## config.mk

```make
export PLATFORM = sky130hd
export DESIGN_NAME = sig_debounce
export DESIGN_NICKNAME = d
export VERILOG_FILES = /design/src/rtl/test_mode_pkg.sv /design/src/rtl/sig_debounce.sv
export SDC_FILE = /design/constraint.sdc
export NUM_CORES = 1
export LEC_CHECK = 0
export BUFFER_PORTS_ARGS = -buffer_cell sky130_fd_sc_hd__buf_2
export CAP_MARGIN = 20
export CORE_AREA = 2 2 39 41
export DETAILED_ROUTE_END_ITERATION = 10
export DIE_AREA = 0 0 41 43
export REMOVE_ABC_BUFFERS = 1
export SLEW_MARGIN = 20
export SYNTH_ARGS = -nofsm -noshare
export SYNTH_HDL_FRONTEND = slang
export SYNTH_SLANG_ARGS = --single-unit
```

## constraint.sdc

```tcl
create_clock -name clk_120 -period 1.4 [get_ports clk_120]
set_input_delay 0.21 -clock clk_120 [delete_from_list [all_inputs] [get_ports clk_120]]
set_output_delay 0.21 -clock clk_120 [all_outputs]
set_load 0.03 [all_outputs]
```

## src/rtl/test_mode_pkg.sv

```systemverilog
// Shared types and sizing helpers for the test-mode entry controller.
package test_mode_pkg;

    typedef enum logic [2:0] {
        ST_IDLE   = 3'd0,
        ST_ARMED  = 3'd1,
        ST_ENTER  = 3'd2,
        ST_ACTIVE = 3'd3,
        ST_EXIT   = 3'd4,
        ST_FAULT  = 3'd5
    } tm_state_t;

    localparam logic [7:0] ARM_KEY_DEF = 8'hA5;

    // Bits needed to hold 0..max_val; never narrower than one bit.
    function automatic int tmr_width(input int max_val);
        return (max_val < 32'sd1) ? 32'sd1 : $clog2(max_val + 32'sd1);
    endfunction

    // Largest value the shared timer must reach; the watchdog limit counts only when built in.
    function automatic int tmr_max(input int arm_us, input int guard_us,
                                   input int wdog_us, input bit wdog_en);
        int m;
        m = (arm_us > guard_us) ? arm_us : guard_us;
        if (wdog_en && (wdog_us > m)) begin
            m = wdog_us;
        end
        return m;
    endfunction

endpackage

```

## src/rtl/sig_debounce.sv

```systemverilog
// Two-flop synchroniser followed by a microsecond-based debouncer for a slow control pin.
module sig_debounce
    import test_mode_pkg::*;
#(
    parameter int DEB_US = 10
) (
    input  logic clk_120,
    input  logic reset_n,
    input  logic us_tick,
    input  logic din,
    output logic dout
);

    localparam int CNT_W = tmr_width(DEB_US);

    logic             sync1_r;
    logic             sync2_r;
    logic             dout_r;
    logic [CNT_W-1:0] cnt_r;

    // Metastability synchroniser for the asynchronous pin.
    always_ff @(posedge clk_120 or negedge reset_n) begin
        if (!reset_n) begin
            sync1_r <= 1'b0;
            sync2_r <= 1'b0;
        end else begin
            sync1_r <= din;
            sync2_r <= sync1_r;
        end
    end

    // Output moves only after DEB_US consecutive ticks at the new level; any bounce restarts.
    always_ff @(posedge clk_120 or negedge reset_n) begin
        if (!reset_n) begin
            dout_r <= 1'b0;
            cnt_r  <= '0;
        end else if (sync2_r == dout_r) begin
            cnt_r <= '0;
        end else if (us_tick) begin
            if (cnt_r >= CNT_W'(DEB_US - 1)) begin
                dout_r <= sync2_r;
                cnt_r  <= '0;
            end else begin
                cnt_r <= cnt_r + CNT_W'(1);
            end
        end
    end

    assign dout = dout_r;

endmodule

```

# After elaboration in Yosys (flattened, before gate mapping)
# Index checks and enable logic that the tools add are counted.
# W data, S select, Z words.
dict set report totals {
  in_bits 4
  register_bits 7
  elab_cells 13
  output_inout_bits 1
}
dict set report classes {
  eq_ne 1
  muxes 3
  n_bitwise 1
  reduce_logical 2
  magnitude_cmp 1
  add_sub_neg 1
}
# cell count
set op_table {}
lappend op_table {{$mux W4} 3}
lappend op_table {{$add A4 B1 Y4 const B} 1}
lappend op_table {{$ge A4 B4 Y1 const B} 1}
lappend op_table {{$reduce_and A3 Y1} 1}
lappend op_table {{$reduce_bool A2 Y1} 1}
lappend op_table {{$eq A1 B1 Y1} 1}
lappend op_table {{$not A1 Y1} 1}

# Depth between registers and ports, before layout
# Gate-level depths: netlist of run 1.
dict set report depth {
  depth_word 4
  mapped_depth 5
}

# Least setup slack after synthesis of run 1
# No wires, ideal clock.
dict set report synth_path {
  path_type {reg2reg}
  startpoint {reg cnt_r[0]}
  endpoint {reg dout_r, in the netlist dout}
  t_arrival_ns 1.261
  slack_ns 0.014
  setup_ns 0.125
  stages_incl_launch_ff 6
  path_cell_list {dfrtp_1 -> inv_1 -> ha_1 -> nor3b_2 -> nor3_1 -> mux2_2}
}
dict set report synth_via {
  elab_chain_cells 2
}
# item line
set synth_rtl {}
lappend synth_rtl {{start, declared} sig_debounce.sv:19} ;# logic [CNT_W-1:0] cnt_r;
lappend synth_rtl {{start signal, assigned} sig_debounce.sv:44} ;# cnt_r <= cnt_r + CNT_W'(1);
lappend synth_rtl {{$ge A4 B4 Y1} sig_debounce.sv:40} ;# if (cnt_r >= CNT_W'(DEB_US - 1)) begin
lappend synth_rtl {{$reduce_and A3 Y1 (no source line)} n/a}
lappend synth_rtl {{end signal, assigned} sig_debounce.sv:41} ;# dout_r <= sync2_r;
lappend synth_rtl {{end, declared} sig_debounce.sv:18} ;# logic dout_r;
# Every way passes these cells.
# A chain may end at the register's enable or synchronous reset.

# Final worst setup path of run 1
# Same ends and word-level chain as after synthesis.

==> flow_summary.ini, run 1 <==
[outcome]
status = finished, final reports clean

[floorplan]
ios = 5
die_w_um = 41
start_util_pct = 25.6
num_rows = 14
die_h_um = 43
core_um2 = 1380
die-area_um2 = 1760

[setup_path]
critical-path-top-delay-family = flip-flops
critPathMaxStageDelay_ns = 0.38
required_ns = 1.53
path_buf_inv = 1
cpMaxStageDelayCell = dfrtp_1
path_cells = inv_2 -> ha_4 -> nor3b_4 -> nor3_2 -> mux2_4
crit_cells = 5
worstSetupStartpointType = flip-flop
rr_worst_depth = 5
critPathKind = reg -> reg
crit_path_end_kind = flip-flop
cp_max_fo = 3
critPathArrivalTime_ns = 1.52

[finish]
final_layout_size_suffix_gt1_share_pct = 43.5
layout.nets = 54
fill_cells = 146
mostFrequentLayoutCells = dfrtp_1, nand2_1, buf_2
ff_latch_area_um2 = 175
stdcell_area_um2 = 487
final_common_cell = dfrtp_1
fin_util_pct = 35.2
multi_input_area_um2 = 198
diodes = 0
synthToLayoutAreaGrowth_pct = 37.5

[detailed_routing]
wl_per_cell_um = 11.1
route.vias.total = 273
ant_nets = 0
viasPerCell = 4.40
dr.pass1.iters = 1
drt_wl_total_um = 691
drc = 0
drt_iter0_drc = 0

[place]
placed_area_um2 = 417
io_buffers = 4
hpwl_um = 466
dp_slack_ns = 0.0165
place_congestion = 0.718

[grt]
grt-ovfl-total = 0
gr-usage-all-layers_pct = 8.95
antenna_found_initial = 0
grt_max_degree = 8
grt_pass1_wl_mm = 1.01
grt_pass1_vias = 259

[yosys]
yosysSeqAreaShare_pct = 49.5
ys_seq_elements = 7
synth_area_um2 = 354
syn_area_per_cell_um2 = 10.4
yosysWarnings = 0
ys_types = 16
synthCells = 34

[timing]
clock_skew_ns = 0.00360
min_period_over_period_pct = 99.5
hold_violations = 0
layout_min_cycle_time_ns = 1.39
fin_ws_ns = 0.00636
clock.fmax_mhz = 718
slew_violations = 0
setup_viol = 0
max_slew.worst_pin.slew_ns = 0.347
slew_headroom_pct = 76.7

[clock_network]
cts_inserted_buffers = 3
tritoncts = built
cts_buffer_depth = 2
cts_root_buf = clkbuf_4
clk_pin_slew_ns = 0.05
htree_levels = 1
cts_sinks = 7
insertion_delay_ns = 0.24

[worst_hold_path]
whs_path_depth = 1
hp-class = in -> reg

[pwr]
power.density_nw_per_um2 = 960
max-vdd-ir-drop_uv = 420
leakage_nw = 0.212

[job]
cap_viol_max_count = 0
[what timing repair did]
| action | 4_1_cts | 5_1_grt |
|---|---|---|
| gates resized for setup | 0 | 10 |
| endpoints found under the setup margin | 0 | 2 |
| endpoints found under the hold margin | 7 | 0 |
| setup buffers | 0 | 0 |
| hold buffers | 1 | 0 |
[sequential cells by signal (all words and copies together) (netlist names)]
signal   count
cnt_r        4
dout         1
sync1_r      1
sync2_r      1
[synthesized netlist by cell type]
library cell	number	area, um2
o21ai_0	2	10.0
mux2_2	1	11.3
a31oi_1	1	6.26
dfrtp_1	7	175
nor3b_2	1	12.5
o211ai_1	2	15.0
and3b_2	1	10.0
or4_1	1	7.51
inv_1	3	11.3
ha_1	3	37.5
inv_2	1	3.75
xnor2_1	1	8.76
a21oi_1	3	15.0
nor2b_1	1	6.26
nor3_1	1	5.00
nand2_1	5	18.8
[metal layers]
layer	up-vias	track usage [%]	wire [um]
li1	140	-	-
met1	128	11.7	294
met2	5	10.9	374
met3	0	1.57	23
met4	0	10.0	0
met5	-	0	0
[path summary, 6_finish.rpt]
| kind | from | end | slack, ns |
|---|---|---|---|
| hold / removal | din | sync1_r$_DFF_PN0_ | 0.07 |
| setup / recovery | cnt_r[0]$_DFFE_PN0P_ | dout$_DFFE_PN0P_ | 0.006 |
| setup reg to reg | cnt_r[0]$_DFFE_PN0P_ | dout$_DFFE_PN0P_ | 0.006 |
| hold reg to reg | sync1_r$_DFF_PN0_ | sync2_r$_DFF_PN0_ | 0.34 |
| min in group asynchronous | reset_n | cnt_r[3]$_DFFE_PN0P_ | 0.32 |
| max in group asynchronous | reset_n | cnt_r[2]$_DFFE_PN0P_ | 0.93 |
[cell type report]
type / instances / share of cell area, %
repair buffers: 8 / 10.8
clock buffers: 4 / 5.40
inverters: 4 / 3.08
flip-flops and latches: 7 / 36.0
multi-input cells: 23 / 40.6
well taps: 16 / 4.11
[where the power goes]
part           internal, mW  total, mW  switching [mW]  leakage (nW)
Combinational        0.0385     0.0752          0.0367         0.106
Clock                 0.108      0.174          0.0658        0.0150
Sequential            0.211      0.218         0.00692        0.0917
[kinds of logic after synthesis]
| family | count (synthesis) | share of synthesized area, % |
|---|---|---|
| XOR/XNOR | 1 | 2.47 |
| buffers and inverters | 4 | 4.24 |
| AND/OR/NAND/NOR | 10 | 17.0 |
| flip-flops | 7 | 49.5 |
| AO/OA/AOI/OAI | 8 | 13.1 |
| multiplexers | 1 | 3.18 |
| adder cells (fa/ha/maj) | 3 | 10.6 |
[metrics by stage]
| stage | hold slack [ns] | power (mW) | std cells | setup TNS, ns |
|---|---|---|---|---|
| floorplan | -0.0856 | 0.248 | 34 | 0 |
| global placement | 0.0454 | 0.277 | 57 | 0 |
| detailed placement | 0.0444 | 0.276 | 57 | 0 |
| CTS | 0.0611 | 0.461 | 62 | 0 |
| global route | 0.0606 | 0.495 | 62 | -0.0385 |
| finish | 0.0727 | 0.467 | 62 | 0 |
Power figures use the tool's default switching activity.
==> run 2, diff against run 1 <==
--- a/config.mk
+++ b/config.mk
@@ -5,6 +5,7 @@
 export SDC_FILE = /design/constraint.sdc
 export NUM_CORES = 1
 export LEC_CHECK = 0
+export ABC_AREA = 1
 export BUFFER_PORTS_ARGS = -buffer_cell sky130_fd_sc_hd__buf_2
 export CAP_MARGIN = 20
 export CORE_AREA = 2 2 39 41
==> flow_summary.ini, run 2 <==
[outcome]
status = finished, final reports clean

[finish]
synthToLayoutAreaGrowth_pct = 19.4
largest_register_ffs = 4
final_layout_size_suffix_gt1_share_pct = 30.2
mostFrequentLayoutCells = nand2_1, dfrtp_1, inv_1, nand3_1, buf_2
diodes = 0
largest_register = cnt_r
final_common_cell = nand2_1
layout.nets = 61
fill_cells = 139

[detailed_routing]
viasPerCell = 4.20
ant_nets = 0
dr.pass1.iters = 2
route.vias.total = 290
drt_iter0_drc = 2
drc = 0
drt_wl_total_um = 551
wl_per_cell_um = 7.99

[worst_hold_path]
hp-class = in -> reg

[grt]
antenna_found_initial = 0
grt_max_degree = 8
grt_pass1_vias = 288
gr-usage-all-layers_pct = 8.72
grt_pass1_wl_mm = 1.02
grt-ovfl-total = 0

[floorplan]
die_w_um = 41
core_um2 = 1380
die-area_um2 = 1760
start_util_pct = 28.5
ios = 5
num_rows = 14
die_h_um = 43

[yosys]
muxShareOfSynthArea_pct = 0
synth_xor_area_share_pct = 2.22
ys_types = 14
synthCells = 44
netlist_top_cells_count = nand2_1, dfrtp_1, inv_1, nand3_1
synth_enable_flop_cells = 0
synth.top_cell.area_share_pct = 44.4
async_flop_share_pct = 100
syn_area_per_cell_um2 = 8.96
synth_top_family_by_area = simple AND/OR/NAND/NOR gates
yosys.area_share.simple_pct = 36.8
synthAdderAreaFrac_pct = 9.52
ys_seq_elements = 7
yosysSeqAreaShare_pct = 44.4
yosysWarnings = 0
synth_compound_area_share_pct = 1.27
synth_area_um2 = 394
synth_flop_cell = dfrtp_1
yosys.area.top_type = dfrtp_1
yosys-top-cells-area = dfrtp_1, nand2_1, ha_1
yosysMostFrequentCell = nand2_1

[clock_network]
cts_inserted_buffers = 3
clk_pin_slew_ns = 0.05
cts_root_buf = clkbuf_4
cts_resized = 0
htree_levels = 1
insertion_delay_ns = 0.24
postCtsSetupBuffers = 0
cts_sinks = 7
cts_buffer_depth = 2
tritoncts = built

[timing]
slew_headroom_pct = 87.1
fin_setup_tns_ns = 0
min_period_over_period_pct = 81.3
clock.fmax_mhz = 878
layout_min_cycle_time_ns = 1.14
hold_violations = 0
max_slew.worst_pin.slew_ns = 0.193
rsz0062_at_grt = false
setup_viol = 0
clock_skew_ns = 0.00229
slew_violations = 0

[setup_path]
cp_max_fo = 6
crit_path_end_kind = flip-flop
critPathKind = reg -> reg
cpMostUsedCell = nand2_2
worstSetupStartpointType = flip-flop
critPathMaxStageDelay_ns = 0.43
path_buf_inv = 1
required_ns = 1.53
critical-path-top-delay-family = flip-flops
critPathArrivalTime_ns = 1.27
path_cells = inv_1 -> ha_1 -> nand2_2 -> nand2_2 -> nand3_1 -> nand2_1
cpMaxStageDelayCell = dfrtp_1

[pwr]
max-vdd-ir-drop_uv = 668
leakage_nw = 0.240
finalPower_uw = 444
power.density_nw_per_um2 = 944

[place]
place_congestion = 0.768
io_buffers = 4
hpwl_um = 436

[job]
cap_viol_max_count = 0
[run 2: cell type report]
| class | count | area, um2 | area share (%) |
|---|---|---|---|
| inverters | 6 | 22.5 | 4.79 |
| multi-input cells | 31 | 196 | 41.8 |
| clock buffers | 4 | 26.3 | 5.59 |
| repair buffers | 5 | 30.0 | 6.38 |
| well taps | 16 | 20.0 | 4.26 |
| flip-flops and latches | 7 | 175 | 37.2 |
[run 2: logic make-up (layout without fill, tap and decap cells)]
| kind of cell | Yosys count | after routing |
|---|---|---|
| AND/OR/NAND/NOR | 26 | 26 |
| flip-flops | 7 | 7 |
| AO/OA/AOI/OAI | 1 | 1 |
| buffers and inverters | 6 | 15 |
| adder cells (fa/ha/maj) | 3 | 3 |
| XOR/XNOR | 1 | 1 |
[run 2: routing by layer]
layer	GRT usage [%]	up-vias	wire [um]
li1	-	154	-
met1	8.97	129	280
met2	13.8	7	228
met3	7.85	0	43
met4	0	0	0
met5	0	-	0
[run 2: where the power goes]
part | leakage (nW) | internal, mW | switching, mW
combinational | 0.133 | 0.0204 | 0.0297
clock | 0.0150 | 0.108 | 0.0669
sequential | 0.0917 | 0.211 | 0.00830
total | 0.240 | 0.339 | 0.105
[run 2: path summary, 6_finish.rpt]
kind	start	to	slack, ns	cells after the start
max in group asynchronous	reset_n	sync1_r$_DFF_PN0_	0.93	2
min in group asynchronous	reset_n	cnt_r[3]$_DFFE_PN0P_	0.32	2
min reg2reg	sync1_r$_DFF_PN0_	sync2_r$_DFF_PN0_	0.35	0
max reg2reg	cnt_r[0]$_DFFE_PN0P_	cnt_r[0]$_DFFE_PN0P_	0.26	6
max	cnt_r[0]$_DFFE_PN0P_	cnt_r[0]$_DFFE_PN0P_	0.26	6
min	din	sync1_r$_DFF_PN0_	0.07	1
[run 2: metrics by stage]
step                cell area [um2]  utilization [%]  worst slack [ns]  hold WS (ns)  std cells
floorplan                       394                -             0.360       -0.0856         44
global placement                434             31.4             0.259        0.0486         64
detailed placement              434             31.4             0.258        0.0486         64
CTS                             470             34.0             0.249        0.0625         69
global route                    470             34.0             0.122        0.0644         69
finish                          470             34.0             0.262        0.0746         69
[run 2: what timing repair did]
item	in CTS	in global routing
endpoints found under the hold margin	7	0
endpoints found under the setup margin	0	0
hold buffers	1	0
==> run 3, diff against run 2 <==
==> constraint.sdc (replaced) <==
create_clock -name clk_120 -period 1.1 [get_ports clk_120]
set_input_delay 0.165 -clock clk_120 [delete_from_list [all_inputs] [get_ports clk_120]]
set_output_delay 0.165 -clock clk_120 [all_outputs]
set_load 0.03 [all_outputs]
==> flow_summary.ini, run 3 (synthesized netlist as in run 2, its figures left out) <==
[timing]
clock_skew_ns = 0.00295
min_period_over_period_pct = 97.2
clock.fmax_mhz = 935
hold_violations = 0
setup_viol = 0
fin_hold_ws_ns = 0.0302
max_slew.worst_pin.slew_ns = 0.220
slew_headroom_pct = 85.3
layout_min_cycle_time_ns = 1.07
slew_violations = 0
rsz0062_at_grt = true

[clock_network]
cts_root_buf = clkbuf_4
tritoncts = built
insertion_delay_ns = 0.24
cts_sinks = 7
cts_buffer_depth = 2
clk_pin_slew_ns = 0.05
htree_levels = 1
cts_inserted_buffers = 3

[finish]
fill_cells = 145
fin_util_pct = 37.7
diodes = 0
largest_register = cnt_r
final_layout_size_suffix_gt1_share_pct = 43.9
largest_register_ffs = 4
mostFrequentLayoutCells = nand2_1, dfrtp_1, nand3_1
synthToLayoutAreaGrowth_pct = 32.4
layout.nets = 65
final_common_cell = nand2_1
stdcell_area_um2 = 522

[grt]
gr-usage-met2_pct = 13.8
grt-ovfl-total = 0
use_met1_pct = 10.6
grt_pass1_vias = 271
use_met3_pct = 9.42
antenna_found_initial = 0
grt_max_degree = 8
top_usage_layer = met2
grt_pass1_wl_mm = 1.08
gr-usage-all-layers_pct = 9.84

[floorplan]
num_rows = 14
core_um2 = 1380
ios = 5
die-area_um2 = 1760
die_w_um = 41
die_h_um = 43
start_util_pct = 28.5

[setup_path]
cpMaxStageDelayCell = dfrtp_2
cp_max_fo = 5
required_ns = 1.27
critPathArrivalTime_ns = 1.24
critPathMaxStageDelay_ns = 0.45
crit_path_end_kind = flip-flop
rr_worst_depth = 6
critPathKind = reg -> reg
path_cells = ha_4 -> nor2_2 -> nand2_2 -> nand2_4 -> nand3_1 -> nand2_1
worstSetupStartpointType = flip-flop

[place]
placed_area_um2 = 457
place_congestion = 0.781
io_buffers = 4
hpwl_um = 484

[worst_hold_path]
whs_path_depth = 1
hp-class = in -> reg

[pwr]
leakage_nw = 0.267
max-vdd-ir-drop_uv = 768
power.density_nw_per_um2 = 1120

[detailed_routing]
drc = 0
wl_per_cell_um = 8.32
dr.pass1.iters = 2
route.vias.total = 308
drt_wl_total_um = 607
ant_nets = 0
drt_iter0_drc = 3
viasPerCell = 4.22

[outcome]
status = finished, final reports clean

[job]
cap_viol_max_count = 0
run 3: layout make-up:
| cell class | count | area (um2) | area share [%] |
|---|---|---|---|
| clock buffers | 4 | 26.3 | 5.04 |
| multi-input cells | 31 | 216 | 41.5 |
| inverters | 6 | 22.5 | 4.32 |
| repair buffers | 9 | 60.1 | 11.5 |
| well taps | 16 | 20.0 | 3.84 |
| flip-flops and latches | 7 | 176 | 33.8 |
run 3: where the power goes:
part	internal [mW]	switching (mW)	leakage, nW
logic	0.0413	0.0462	0.162
registers	0.269	0.0117	0.0904
clock network	0.138	0.0804	0.0150
run 3: worst max-delay path, delay by kind of cell, from the launching register on:
| family | cells | cell delay, ns |
|---|---|---|
| flip-flops | 1 | 0.45 |
| adder cells (fa/ha/maj) | 1 | 0.17 |
| AND/OR/NAND/NOR | 5 | 0.38 |
run 3: through the flow:
| step | power [mW] | setup TNS, ns | setup slack (ns) | std cells |
|---|---|---|---|---|
| floorplan | 0.324 | 0 | 0.0599 | 44 |
| global placement | 0.357 | -0.0284 | -0.0136 | 67 |
| detailed placement | 0.358 | -0.0878 | -0.0306 | 67 |
| CTS | 0.594 | 0 | 0.00672 | 73 |
| global route | 0.640 | -0.177 | -0.0491 | 73 |
| finish | 0.586 | 0 | 0.0308 | 73 |
run 3: timing repair:
action	4_1_cts	5_1_grt
endpoints found under the setup margin	5	5
buffers inserted	1	0
hold endpoints to repair	7	0
pin swaps	1	3
resized for setup	4	3
hold buffers	1	0
run 3: final timing paths:
kind	slack (ns)	startpoint	endpoint
setup / recovery	0.03	cnt_r[0]$_DFFE_PN0P_	cnt_r[0]$_DFFE_PN0P_
hold / removal	0.03	din	sync1_r$_DFF_PN0_
setup reg to reg	0.03	cnt_r[0]$_DFFE_PN0P_	cnt_r[0]$_DFFE_PN0P_
hold reg to reg	0.35	sync1_r$_DFF_PN0_	sync2_r$_DFF_PN0_
max in group asynchronous	0.66	reset_n	cnt_r[0]$_DFFE_PN0P_
min in group asynchronous	0.27	reset_n	cnt_r[3]$_DFFE_PN0P_
run 3: layer usage:
| metal | up-vias | routed length (um) |
|---|---|---|
| met1 | 139 | 309 |
| li1 | 164 | - |
| met3 | 0 | 30 |
| met2 | 5 | 267 |
| met4 | 0 | 0 |
| met5 | - | 0 |
